<file path="src/rtl/add_serial.sv">
// add_serial: digit-serial adder/subtractor. One DIGIT-wide slice of the
// operands is added per clock, LSB slice first, until the result completes.
//
// Ports:
//   clock      rising-edge clock
//   rst_n      asynchronous active-low reset
//   start      request a new operation. Ignored while busy.
//   op         00 a+b, 01 a+1, 10 a-b, 11 a
//   a, b       operands, captured when start is accepted
//   busy       operation in progress
//   done       one-cycle pulse, sum/carry_out just updated
//   sum        registered result
//   carry_out  carry out of the MSB. For a-b, 1 means no borrow.
//   ovf        signed overflow, present only when ADD_SERIAL_OVF_EN is defined
module add_serial #(
  parameter int WIDTH = 16,
  parameter int DIGIT = 4
) (
  input  logic             clock,
  input  logic             rst_n,
  input  logic             start,
  input  logic [1:0]       op,
  input  logic [WIDTH-1:0] a,
  input  logic [WIDTH-1:0] b,
  output logic             busy,
  output logic             done,
  output logic [WIDTH-1:0] sum,
  output logic             carry_out
`ifdef ADD_SERIAL_OVF_EN
  ,
  output logic             ovf
`endif
);

  localparam int N  = WIDTH / DIGIT;
  localparam int CW = (N > 1) ? $clog2(N) : 1;
  localparam logic [CW-1:0] LAST = CW'(N - 1);

  typedef enum logic [1:0] {
    IDLE,
    RUN,
    DONE
  } state_t;

  state_t state;
  state_t state_nxt;

  logic [WIDTH-1:0] a_q;
  logic [WIDTH-1:0] b_q;
  logic [WIDTH-1:0] part;
  logic [WIDTH-1:0] part_nxt;
  logic             carry;
  logic [CW-1:0]    cnt;

  logic [WIDTH-1:0] b_eff;
  logic             cin_eff;
  logic [DIGIT-1:0] a_s;
  logic [DIGIT-1:0] b_s;
  logic [DIGIT-1:0] r_s;
  logic             c_s;
  logic             c_msb;
  logic             accept;
  logic             last;

  // Increment and pass-through reuse the adder with a zero B operand.
  always_comb begin
    b_eff   = '0;
    cin_eff = 1'b0;
    unique case (1'b1)
      op == 2'b00: begin
        b_eff   = b;
        cin_eff = 1'b0;
      end
      op == 2'b01: begin
        b_eff   = '0;
        cin_eff = 1'b1;
      end
      op == 2'b10: begin
        b_eff   = ~b;
        cin_eff = 1'b1;
      end
      default: begin
        b_eff   = '0;
        cin_eff = 1'b0;
      end
    endcase
  end

  // Operands shift right so the active slice is always at the bottom.
  assign a_s = a_q[DIGIT-1:0];
  assign b_s = b_q[DIGIT-1:0];

  assign {c_s, r_s} = {1'b0, a_s} + {1'b0, b_s} + {{DIGIT{1'b0}}, carry};

  // Carry into the top bit of the slice. Used only on the final slice.
  assign c_msb = r_s[DIGIT-1] ^ a_s[DIGIT-1] ^ b_s[DIGIT-1];

  // Result digits enter at the top. After N slices they are in place.
  assign part_nxt = (part >> DIGIT) | (WIDTH'(r_s) << (WIDTH - DIGIT));

  assign last   = (cnt == LAST);
  assign accept = start && (state != RUN);

  always_ff @(posedge clock or negedge rst_n) begin
    if (!rst_n) begin
      state <= IDLE;
    end else begin
      state <= state_nxt;
    end
  end

  always_comb begin
    state_nxt = state;
    unique case (state)
      IDLE: begin
        if (start) state_nxt = RUN;
      end
      RUN: begin
        if (last) state_nxt = DONE;
      end
      DONE: begin
        state_nxt = start ? RUN : IDLE;
      end
      default: begin
        state_nxt = IDLE;
      end
    endcase
  end

  assign busy = (state == RUN);
  assign done = (state == DONE);

  always_ff @(posedge clock or negedge rst_n) begin
    if (!rst_n) begin
      a_q       <= '0;
      b_q       <= '0;
      part      <= '0;
      carry     <= 1'b0;
      cnt       <= '0;
      sum       <= '0;
      carry_out <= 1'b0;
`ifdef ADD_SERIAL_OVF_EN
      ovf       <= 1'b0;
`endif
    end else if (accept) begin
      a_q   <= a;
      b_q   <= b_eff;
      carry <= cin_eff;
      cnt   <= '0;
      part  <= '0;
    end else if (state == RUN) begin
      a_q   <= a_q >> DIGIT;
      b_q   <= b_q >> DIGIT;
      carry <= c_s;
      part  <= part_nxt;
      cnt   <= cnt + CW'(1);
      // Only the completed result is ever published.
      if (last) begin
        sum       <= part_nxt;
        carry_out <= c_s;
`ifdef ADD_SERIAL_OVF_EN
        ovf       <= c_msb ^ c_s;
`endif
      end
    end
  end

`ifndef ADD_SERIAL_OVF_EN
  logic unused_c_msb;
  assign unused_c_msb = c_msb;
`endif

endmodule

</file>
<file path="config.mk">
export PLATFORM = sky130hd
export DESIGN_NAME = add_serial
export DESIGN_NICKNAME = d
export VERILOG_FILES = /design/src/rtl/add_serial.sv
export SDC_FILE = /design/constraint.sdc
export NUM_CORES = 1
export LEC_CHECK = 0
export ABC_AREA = 1
export BUFFER_PORTS_ARGS = -buffer_cell sky130_fd_sc_hd__buf_4
export CORE_ASPECT_RATIO = 2
export CORE_MARGIN = 10
export CORE_UTILIZATION = 59
export CTS_BUF_LIST = sky130_fd_sc_hd__clkbuf_8 sky130_fd_sc_hd__clkbuf_16
export DETAILED_ROUTE_END_ITERATION = 10
export GPL_TIMING_DRIVEN = 0
export HOLD_SLACK_MARGIN = 0.05
export PLACE_DENSITY = 0.84
export SETUP_SLACK_MARGIN = 0.2
export SLEW_MARGIN = 20
export SYNTH_ARGS = -nofsm -noshare
export SYNTH_HDL_FRONTEND = slang
export SYNTH_SLANG_ARGS = --single-unit
</file>
<file path="constraint.sdc">
create_clock -name clock -period 3.42 [get_ports clock]
set_input_delay 0.513 -clock clock [delete_from_list [all_inputs] [get_ports clock]]
set_output_delay 0.513 -clock clock [all_outputs]
set_load 0.02 [all_outputs]
</file>
## Yosys cells after proc, flatten, opt, wreduce, memory -nomap -nowiden

Cells that the tools add are included.
Widths: inputs -> output; s select.

- Flip-flop bits (word level): 70
- Latch bits: 0
- Memory bits (writable): 0
- Memory bits (read-only): 0
- Bits of input ports: 37
- Output and inout bits: 19
- Word-level logic and storage cells: 45
- Memories: 0

- Add/subtract/negate cells: 3
- Multipliers: 0
- Div/mod/pow operators: 0
- Magnitude comparators: 0
- Equality and inequality tests: 8
- Shift operators: 0
- Multiplexer cells: 16
- Bitwise logic cells: 3
- Reduce and logical (&&, ||, !) cells: 7

Operator list:

| kind | count |
|---|---|
| $mux 16 | 6 |
| $pmux 16 s2 | 1 |
| $not 16->16 | 1 |
| $or 12x16->16 | 1 |
| $mux 2 | 4 |
| $eq 2x2->1 const B | 3 |
| $pmux 2 s3 | 1 |
| $add 4x4->5 | 1 |
| $add 5x1->5 | 1 |
| $eq 2x1->1 const B | 2 |
| $logic_not 2->1 | 2 |
| $mux 1 | 4 |
| $ne 2x1->1 const B | 2 |
| $reduce_and 3->1 | 1 |
| $add 2x1->2 const B | 1 |
| $ne 2x2->1 const B | 1 |
| $reduce_and 2->1 | 1 |
| $reduce_bool 2->1 | 1 |
| $reduce_or 2->1 | 1 |
| $logic_and 1x1->1 | 1 |
| $not 1->1 | 1 |

## Logic depth before layout (Yosys ltp)

Gate-level depths: netlist of run 1.

- Depth in word-level cells: 5
- Gate-level depth with buffers: 8

## Worst setup path after synthesis of run 1

Ideal clock, no wire load.

- Path kind: flip-flop to flip-flop
- From: reg a_q[0]
- To: reg part[13]
- Library setup time: 0.080 ns
- Arrival: 1.485 ns
- Required time: 3.340 ns
- Setup slack: 1.855 ns
- Cell stages (with the launch flop): 5
- Path buffers: 0
- Clock period less this slack: 1.565 ns
- Cells stage by stage: dfrtp_1 -> fa_1 -> inv_1 -> fa_1 -> o22ai_2

- Longest elaborated chain between the ends: 5

Ends and longest elaborated chain:

| element | line | text |
|---|---|---|
| from (decl) | 48 | `logic [WIDTH-1:0] a_q;` |
| from (signal assigned) | 152 | `a_q <= a_q >> DIGIT;` |
| $add 4x4->5 | 93 | `assign {c_s, r_s} = {1'b0, a_s} + {1'b0, b_s} + {{DIGIT{1'b0}}, carry};` |
| $add 5x1->5 | 93 |  |
| $or 12x16->16 | 99 | `assign part_nxt = (part >> DIGIT) \| (WIDTH'(r_s) << (WIDTH - DIGIT));` |
| $mux 16 | 151 | `end else if (state == RUN) begin` |
| $mux 16 | 145 | `end else if (accept) begin` |
| to (signal assigned) | 155 | `part <= part_nxt;` |
| to (decl) | 50 | `logic [WIDTH-1:0] part;` |

Every way passes these cells. The select of a mux whose other input is x is not followed.
A chain may end at the register's enable or synchronous reset.

## Worst setup path in the final report of run 1

- From: reg state[0]
- To: out busy

- Longest elaborated chain between the ends: 1

Ends and longest elaborated chain:

| element | line | text |
|---|---|---|
| from (decl) | 45 | `state_t state;` |
| from (signal assigned) | 108 | `state <= state_nxt;` |
| $eq 2x1->1 | 130 | `assign busy = (state == RUN);` |
| to (decl) | 25 | `output logic busy,` |

Every way passes these cells.

==> insert_results.sql, run 1 <==
INSERT INTO impl_metrics (metric_group, metric, value, unit) VALUES
('floorplan', 'row_cnt', '37', ''),
('power_and_ir_drop', 'cell_internal_pwr', '1.92', 'mW'),
('detailed_routing', 'detailroute.via_count', '2522', ''),
('power_and_ir_drop', 'total_leakage_power', '1.89', 'nW'),
('power_and_ir_drop', 'share_seq_of_total_power', '39.4', '%'),
('logic_synthesis', 'synth.net_count', '387', ''),
('logic_synthesis', 'seq_area_frac_synth', '53.5', '%'),
('worst_setup_path', 'max_stage_delay', '0.44', 'ns'),
('logic_synthesis', 'area_share_of_fa_ha_maj_cells_after_synthesis', '3.73', '%'),
('grt', 'vias_in_the_first_global_route', '2717', ''),
('detailed_routing', 'drt_pre_antenna_iters', '4', ''),
('timing', 'maximum_operating_frequency', '490', 'MHz'),
('detailed_routing', 'average_detailed_routed_wire_length_per_instance', '14.7', 'um'),
('logic_synthesis', 'post_synth_num_cell_types', '23', ''),
('worst_setup_path', 'path_type_of_the_worst_setup_path', 'reg2out', ''),
('worst_setup_path', 'path_cells', 'inv_2 > nor2_8 > buf_2 > buf_4', ''),
('floorplan', 'floorplan.io_pins', '56', ''),
('worst_hold_path', 'hold_class', 'in2async', ''),
('timing', 'setup_violations', '0', ''),
('floorplan', 'total_die_area', '0.00870', 'mm2'),
('logic_synthesis', 'ys_ff_latch', '66', ''),
('worst_setup_path', 'worstPathArrival', '1.53', 'ns'),
('detailed_routing', 'antenna_violating_nets_post_route', '0', ''),
('layout', 'fin_area', '0.00374', 'mm2'),
('logic_synthesis', 'syn-cell-area', '0.00308', 'mm2'),
('floorplan', 'die_w', '71.1', 'um'),
('detailed_routing', 'drt_drc_violations_left', '0', ''),
('clock_tree', 'clk_pin_slew', '0.07', 'ns'),
('detailed_routing', 'drtIter0Drc', '99', ''),
('layout', 'finish.net_count', '453', ''),
('timing', 'finalSetupTns', '0', 'ns'),
('status', 'run_status', 'finished, final reports clean', ''),
('power_and_ir_drop', 'switching_share', '39.6', '%'),
('timing', 'finalWorstPathRequiredPeriod', '2.04', 'ns'),
('logic_synthesis', 'multiplexer_fraction_of_the_synthesized_cell_area', '0', '%'),
('flow_run', 'maxCapViolations', '0', ''),
('logic_synthesis', 'synthDominantAreaCellType', 'sky130_fd_sc_hd__dfrtp_1', ''),
('clock_tree', 'clock_sink_count', '66', ''),
('power_and_ir_drop', 'share_clk_of_total_power', '17.8', '%'),
('placed_design', 'placed_cell_area', '0.00357', 'mm2'),
('timing', 'slew-limit-headroom', '46.3', '%'),
('layout', 'fillers', '393', ''),
('logic_synthesis', 'synth_top_area_share', '53.5', '%'),
('worst_setup_path', 'worst-path-max-fanout', '10', ''),
('logic_synthesis', 'synth-warning-count', '0', ''),
('timing', 'tightestPinTransition', '0.805', 'ns'),
('clock_tree', 'post_cts_hold_buffer_count', '0', ''),
('worst_setup_path', 'cp-start-kind', 'flop', ''),
('placed_design', 'gp_routability_congestion', '0.914', ''),
('clock_tree', 'tritoncts_buffer_count', '9', ''),
('timing', 'report.final.slew_viol_count', '0', ''),
('detailed_routing', 'postRouteWirelength', '6890', 'um'),
('logic_synthesis', 'synth_compound_gate_area_share', '12.8', '%'),
('layout', 'areaGrowthSynthToFinish', '21.3', '%'),
('clock_tree', 'cts_buffer_depth', '2', ''),
('clock_tree', 'cts_repair_resize_count', '0', ''),
('layout', 'num_antenna_cells', '0', ''),
('grt', 'antenna_found_initial', '0', ''),
('grt', 'wire_length_of_the_first_global_routing_pass', '11600', 'um'),
('worst_setup_path', 'timing.critical_path.required', '2.91', 'ns'),
('logic_synthesis', 'synth_xor_area_share', '0.284', '%'),
('power_and_ir_drop', 'comb_power_share', '42.7', '%'),
('layout', 'multi_input_comb_area', '0.00119', 'mm2'),
('placed_design', 'post-dp-hpwl', '5290', 'um'),
('timing', 'fin_worst_skew', '0.00730', 'ns'),
('placed_design', 'port_buffers', '55', ''),
('logic_synthesis', 'postSynthCellCount', '342', ''),
('clock_tree', 'cts.root.buffer_cell', 'sky130_fd_sc_hd__clkbuf_8', ''),
('floorplan', 'coreArea', '0.00509', 'mm2'),
('logic_synthesis', 'synth_area_per_cell', '9.02', 'um2'),
('clock_tree', 'tritoncts', 'done', '');
[area by class of cell]
| cell class | instances | area share, % |
|---|---|---|
| Sequential cell | 66 | 44.2 |
| Multi-Input combinational cell | 228 | 31.9 |
| Timing Repair Buffer | 55 | 11.0 |
| Clock buffer | 11 | 4.05 |
| Inverter | 32 | 3.28 |
| Buffer | 16 | 3.14 |
| Tap cell | 58 | 1.94 |
| Clock inverter | 4 | 0.502 |
[through the flow]
step / utilization (%) / hold WS, ns / instances / setup slack (ns)
2_1_floorplan: - / 0.217 / 342 / 1.86
3_3_place_gp: 70.1 / 0.453 / 455 / 1.75
3_5_place_dp: 70.1 / 0.459 / 455 / 1.67
4_1_cts: 73.4 / 0.280 / 470 / 1.36
5_1_grt: 73.4 / 0.307 / 470 / 1.29
6_report: 73.4 / 0.253 / 470 / 1.38
[path summary, 6_finish.rpt]
kind,startpoint,endpoint,slack [ns],cells after the start
worst max-delay path,state[0],busy,1.38,4
worst min-delay path,rst_n,sum[0],0.25,1
worst max register to register,a_q[0],part[13],1.71,4
worst min register to register,a_q[14],a_q[14],0.48,2
max in group asynchronous,rst_n,sum[9],2.64,1
min in group clock,a[12],a_q[12],0.37,3
[cell families (layout without fill, tap and decap cells)]
logic type               after synthesis  in the layout
AND/OR/NAND/NOR                      161            161
flip-flops                            66             66
AO/OA/AOI/OAI                         58             58
buffers and inverters                 48            118
adder cells (fa/ha/maj)                8              8
XOR/XNOR                               1              1
[power groups by stage]
stage          clock network, mW  logic (mW)  registers, mW
2_1_floorplan                  0       0.867           1.32
3_3_place_gp                   0        1.33           1.25
5_1_grt                    0.608        1.51           1.29
3_5_place_dp                   0        1.37           1.27
6_report                   0.567        1.36           1.25
4_1_cts                    0.575        1.38           1.25
[Yosys cell counts, drive strengths merged]
master,count
a21oi,3
dfrtp,66
o22ai,11
o21ai,33
inv,32
fa,2
ha,6
xnor2,1
buf,14
o211ai,11
nor2,5
nand3,19
nand2,137
clkbuf,2
[placed cells by master, fill, tap and decap left out, types with 2 or more instances in the layout]
master,n
sky130_fd_sc_hd__ha_1,6
sky130_fd_sc_hd__nor2_1,3
sky130_fd_sc_hd__fa_1,2
sky130_fd_sc_hd__inv_1,29
sky130_fd_sc_hd__inv_2,3
sky130_fd_sc_hd__nand2_4,3
sky130_fd_sc_hd__buf_6,6
sky130_fd_sc_hd__dfrtp_1,66
sky130_fd_sc_hd__clkinv_2,3
sky130_fd_sc_hd__a21oi_1,3
sky130_fd_sc_hd__nand2_1,134
sky130_fd_sc_hd__buf_2,7
sky130_fd_sc_hd__o21ai_0,19
sky130_fd_sc_hd__o22ai_2,10
sky130_fd_sc_hd__nand3_1,19
sky130_fd_sc_hd__buf_4,56
sky130_fd_sc_hd__clkbuf_8,11
sky130_fd_sc_hd__o21ai_1,14
sky130_fd_sc_hd__clkbuf_1,2
sky130_fd_sc_hd__o211ai_1,11
[metal layers]
metal	wire, um	up-vias	part of all wire, %	track usage, %
li1	-	1227	-	-
met1	2370	1211	34	14.9
met2	3870	64	56	30.4
met3	373	20	5.4	5.33
met4	274	0	4.0	10.8
met5	0	-	0	0
[state kept, by name, summed over array words and instances (netlist names)]
signal	count
a_q	16
b_q	16
carry	1
carry_out	1
cnt	2
part	12
state	2
sum	16
[worst max-delay path, delay by kind of cell (launching register included)]
kind	cells	cell delay [ns]
buffers and inverters	3	0.54
AND/OR/NAND/NOR	1	0.19
flip-flops	1	0.44
Note: power is estimated with default switching activity, not from simulation.
==> run 2, diff against run 1 <==
--- a/config.mk
+++ b/config.mk
@@ -5,16 +5,16 @@
 export SDC_FILE = /design/constraint.sdc
 export NUM_CORES = 1
 export LEC_CHECK = 0
-export ABC_AREA = 1
+export ABC_AREA = 0
 export BUFFER_PORTS_ARGS = -buffer_cell sky130_fd_sc_hd__buf_4
 export CORE_ASPECT_RATIO = 2
 export CORE_MARGIN = 10
-export CORE_UTILIZATION = 59
+export CORE_UTILIZATION = 50
 export CTS_BUF_LIST = sky130_fd_sc_hd__clkbuf_8 sky130_fd_sc_hd__clkbuf_16
 export DETAILED_ROUTE_END_ITERATION = 10
 export GPL_TIMING_DRIVEN = 0
 export HOLD_SLACK_MARGIN = 0.05
-export PLACE_DENSITY = 0.84
+export PLACE_DENSITY = 0.75
 export SETUP_SLACK_MARGIN = 0.2
 export SLEW_MARGIN = 20
 export SYNTH_ARGS = -nofsm -noshare
==> constraint.sdc (replaced) <==
create_clock -name clock -period 1.8 [get_ports clock]
set_input_delay 0.27 -clock clock [delete_from_list [all_inputs] [get_ports clock]]
set_output_delay 0.27 -clock clock [all_outputs]
set_load 0.02 [all_outputs]
==> insert_results.sql, run 2 <==
INSERT INTO impl_metrics (metric_group, metric, value, unit) VALUES
('timing', 'slew-limit-headroom', '46.6', '%'),
('logic_synthesis', 'seq_area_frac_synth', '51.8', '%'),
('logic_synthesis', 'synth.net_count', '327', ''),
('timing', 'finalWorstPathRequiredPeriod', '1.58', 'ns'),
('clock_tree', 'post_cts_hold_buffer_count', '0', ''),
('layout', 'largestRegisters', 'a_q (16), b_q (16), sum (16)', ''),
('logic_synthesis', 'synthMostInstantiatedCell', 'sky130_fd_sc_hd__dfrtp_1', ''),
('worst_setup_path', 'cp-start-kind', 'flop', ''),
('timing', 'tightestPinTransition', '0.801', 'ns'),
('detailed_routing', 'postRouteWirelength', '7420', 'um'),
('grt', 'wire_length_of_the_first_global_routing_pass', '12300', 'um'),
('detailed_routing', 'drt_drc_violations_left', '0', ''),
('logic_synthesis', 'synth_top_flop_cell', 'sky130_fd_sc_hd__dfrtp_1', ''),
('floorplan', 'die_height', '133', 'um'),
('clock_tree', 'tritoncts_buffer_count', '9', ''),
('floorplan', 'total_die_area', '0.0102', 'mm2'),
('logic_synthesis', 'multiplexer_fraction_of_the_synthesized_cell_area', '15.6', '%'),
('timing', 'fin_worst_skew', '0.00254', 'ns'),
('timing', 'maximum_operating_frequency', '635', 'MHz'),
('clock_tree', 'cts.root.buffer_cell', 'sky130_fd_sc_hd__clkbuf_16', ''),
('worst_setup_path', 'path_type_of_the_worst_setup_path', 'reg2out', ''),
('power_and_ir_drop', 'tot_pwr', '6.92', 'mW'),
('logic_synthesis', 'synth_top_area_share', '51.8', '%'),
('detailed_routing', 'detailroute.via_count', '2344', ''),
('logic_synthesis', 'post_synth_num_cell_types', '30', ''),
('power_and_ir_drop', 'total_leakage_power', '2.06', 'nW'),
('timing', 'post-route-period-util', '87.5', '%'),
('grt', 'grt_remaining_overflow', '0', ''),
('detailed_routing', 'antenna_violating_nets_post_route', '0', ''),
('detailed_routing', 'drtIter0Drc', '174', ''),
('power_and_ir_drop', 'max-vdd-ir-drop', '0.837', 'mV'),
('timing', 'hold_viol_final', '0', ''),
('worst_setup_path', 'worst-path-max-fanout', '3', ''),
('logic_synthesis', 'ys_ff_latch', '66', ''),
('layout', 'areaGrowthSynthToFinish', '26.0', '%'),
('layout', 'num_antenna_cells', '0', ''),
('worst_hold_path', 'hold_class', 'in2async', ''),
('logic_synthesis', 'synth-edff-count', '0', ''),
('worst_setup_path', 'worstPathArrival', '1.31', 'ns'),
('timing', 'report.final.slew_viol_count', '0', ''),
('worst_setup_path', 'critPathCaptureType', 'output pin', ''),
('placed_design', 'gp_routability_congestion', '0.827', ''),
('floorplan', 'coreArea', '0.00626', 'mm2'),
('grt', 'grt_max_degree', '67', ''),
('floorplan', 'die_w', '76.5', 'um'),
('timing', 'finalSetupTns', '0', 'ns'),
('logic_synthesis', 'synth_common_cells', '66 x sky130_fd_sc_hd__dfrtp_1, 34 x sky130_fd_sc_hd__nand2_1, 32 x sky130_fd_sc_hd__mux2i_1', ''),
('logic_synthesis', 'area_share_of_fa_ha_maj_cells_after_synthesis', '3.61', '%'),
('flow_run', 'maxCapViolations', '0', ''),
('floorplan', 'floorplan.io_pins', '56', ''),
('clock_tree', 'clk_pin_slew', '0.05', 'ns'),
('detailed_routing', 'average_detailed_routed_wire_length_per_instance', '16.8', 'um'),
('logic_synthesis', 'postSynthCellCount', '282', ''),
('layout', 'mostFrequentLayoutCell', 'sky130_fd_sc_hd__dfrtp_1', ''),
('grt', 'antenna_found_initial', '0', ''),
('layout', 'fin_area', '0.00402', 'mm2'),
('logic_synthesis', 'synthArstFlopShare', '100', '%'),
('clock_tree', 'number_of_h_tree_levels', '3', ''),
('timing', 'setup_violations', '0', ''),
('floorplan', 'floorplan.initialDensity', '51.0', '%'),
('clock_tree', 'worst_skew_pair.late_latency', '0.33', 'ns'),
('layout', 'layout_common_cells', '66 x sky130_fd_sc_hd__dfrtp_1, 63 x sky130_fd_sc_hd__buf_4, 34 x sky130_fd_sc_hd__nand2_1, 32 x sky130_fd_sc_hd__mux2i_1, 25 x sky130_fd_sc_hd__o21ai_0', ''),
('logic_synthesis', 'synth_area_per_cell', '11.3', 'um2'),
('logic_synthesis', 'synthSimpleGateAreaFrac', '8.83', '%'),
('placed_design', 'port_buffers', '54', ''),
('clock_tree', 'tritoncts', 'done', ''),
('layout', 'finish.net_count', '395', ''),
('detailed_routing', 'drt_pre_antenna_iters', '4', ''),
('placed_design', 'placed_cell_area', '0.00370', 'mm2'),
('placed_design', 'post-dp-hpwl', '5340', 'um'),
('status', 'run_status', 'finished, final reports clean', ''),
('grt', 'vias_in_the_first_global_route', '2529', ''),
('logic_synthesis', 'synth.top_cells.by_area', 'sky130_fd_sc_hd__dfrtp_1 52%, sky130_fd_sc_hd__mux2i_1 10%, sky130_fd_sc_hd__mux2_4 5.2%', ''),
('timing', 'grt_setup_unrepaired', 'false', ''),
('worst_setup_path', 'timing.critical_path.required', '1.53', 'ns'),
('logic_synthesis', 'synth-warning-count', '0', ''),
('clock_tree', 'clock_sink_count', '66', ''),
('layout', 'drive_gt1_share', '33.5', '%'),
('detailed_routing', 'drt-vias-per-instance', '5.32', ''),
('clock_tree', 'cts_buffer_depth', '2', ''),
('grt', 'track_usage', '15.1', '%'),
('logic_synthesis', 'dominant_combinational_cell_family_by_area_after_synthesis', 'multiplexers', ''),
('floorplan', 'row_cnt', '41', ''),
('power_and_ir_drop', 'pwr_density_cell', '1720', 'mW/mm2'),
('logic_synthesis', 'synth_compound_gate_area_share', '14.4', '%'),
('logic_synthesis', 'syn-cell-area', '0.00319', 'mm2'),
('logic_synthesis', 'synth_xor_area_share', '0.275', '%'),
('logic_synthesis', 'synthDominantAreaCellType', 'sky130_fd_sc_hd__dfrtp_1', '');
-- run 2: cell types whose count changed in the layout (fill, tap and decap cells not counted), moves of 10 or more --
cell	change
sky130_fd_sc_hd__o21ai_1	-12
sky130_fd_sc_hd__clkbuf_8	-10
sky130_fd_sc_hd__mux2_4	+11
sky130_fd_sc_hd__o22ai_2	-10
sky130_fd_sc_hd__mux2i_1	+32
sky130_fd_sc_hd__a21o_1	+12
sky130_fd_sc_hd__nor2_1	+18
sky130_fd_sc_hd__inv_1	-19
sky130_fd_sc_hd__nand3_1	-13
sky130_fd_sc_hd__nand2_1	-100
sky130_fd_sc_hd__o211ai_1	-11
-- run 2: logic make-up after synthesis --
kind of cell             count (synthesis)
flip-flops                              66
buffers and inverters                   30
XOR/XNOR                                 1
adder cells (fa/ha/maj)                  8
AO/OA/AOI/OAI                           65
multiplexers                            44
AND/OR/NAND/NOR                         68
-- run 2: final cells by class --
class / count / area, um2
Multi-Input combinational cell: 186 / 1380
Buffer: 20 / 148
Timing Repair Buffer: 57 / 428
Fill cell: 540 / 2240
Inverter: 10 / 40.0
Sequential cell: 66 / 1650
Clock inverter: 6 / 26.3
Tap cell: 86 / 108
Clock buffer: 10 / 239
-- run 2: repair_timing --
action                     CTS  global route
setup endpoints to repair    5             6
resized for setup            5             6
buffers inserted             3             0
pin swaps                    0             4
gates cloned                 0             0
-- run 2: critical path, cell delays in order, from the launching register on --
cell,delay [ns]
sky130_fd_sc_hd__dfrtp_1,0.40
sky130_fd_sc_hd__nand2b_4,0.16
sky130_fd_sc_hd__inv_4,0.04
sky130_fd_sc_hd__buf_8,0.11
sky130_fd_sc_hd__buf_8,0.11
sky130_fd_sc_hd__buf_4,0.15
-- run 2: worst paths after layout --
check | from | to | slack (ns) | depth (start not counted)
max | state[1] | busy | 0.22 | 5
min | rst_n | sum[4] | 0.04 | 1
max reg2reg | carry | part[13] | 0.25 | 4
min reg2reg | b_q[13] | b_q[9] | 0.47 | 1
max in group asynchronous | rst_n | part[15] | 1.24 | 1
min in group clock | a[14] | a_q[14] | 0.19 | 3
-- run 2: where the power goes --
group / internal, mW / leakage, nW / switching (mW)
Clock: 0.944 / 0.146 / 0.582
Sequential: 2.13 / 0.845 / 0.410
Combinational: 1.32 / 1.07 / 1.54
-- run 2: metal layers --
metal	routed length, um	share of wire [%]	GRT usage (%)	vias up
met3	349	4.7	4.21	15
met2	4010	54	26.8	59
li1	-	-	-	1120
met5	0	0	0	-
met1	2800	38	15.3	1150
met4	256	3.5	8.63	0
-- run 2: through the flow --
stage	cells	hold WS, ns	setup WS (ns)	util, %
finish	441	0.0413	0.225	64.2
global route	441	0.111	0.143	64.2
CTS	441	0.0716	0.217	63.9
detailed placement	422	0.415	0.173	59.2
global placement	422	0.415	0.196	59.2
floorplan	282	-0.0256	0.291	-
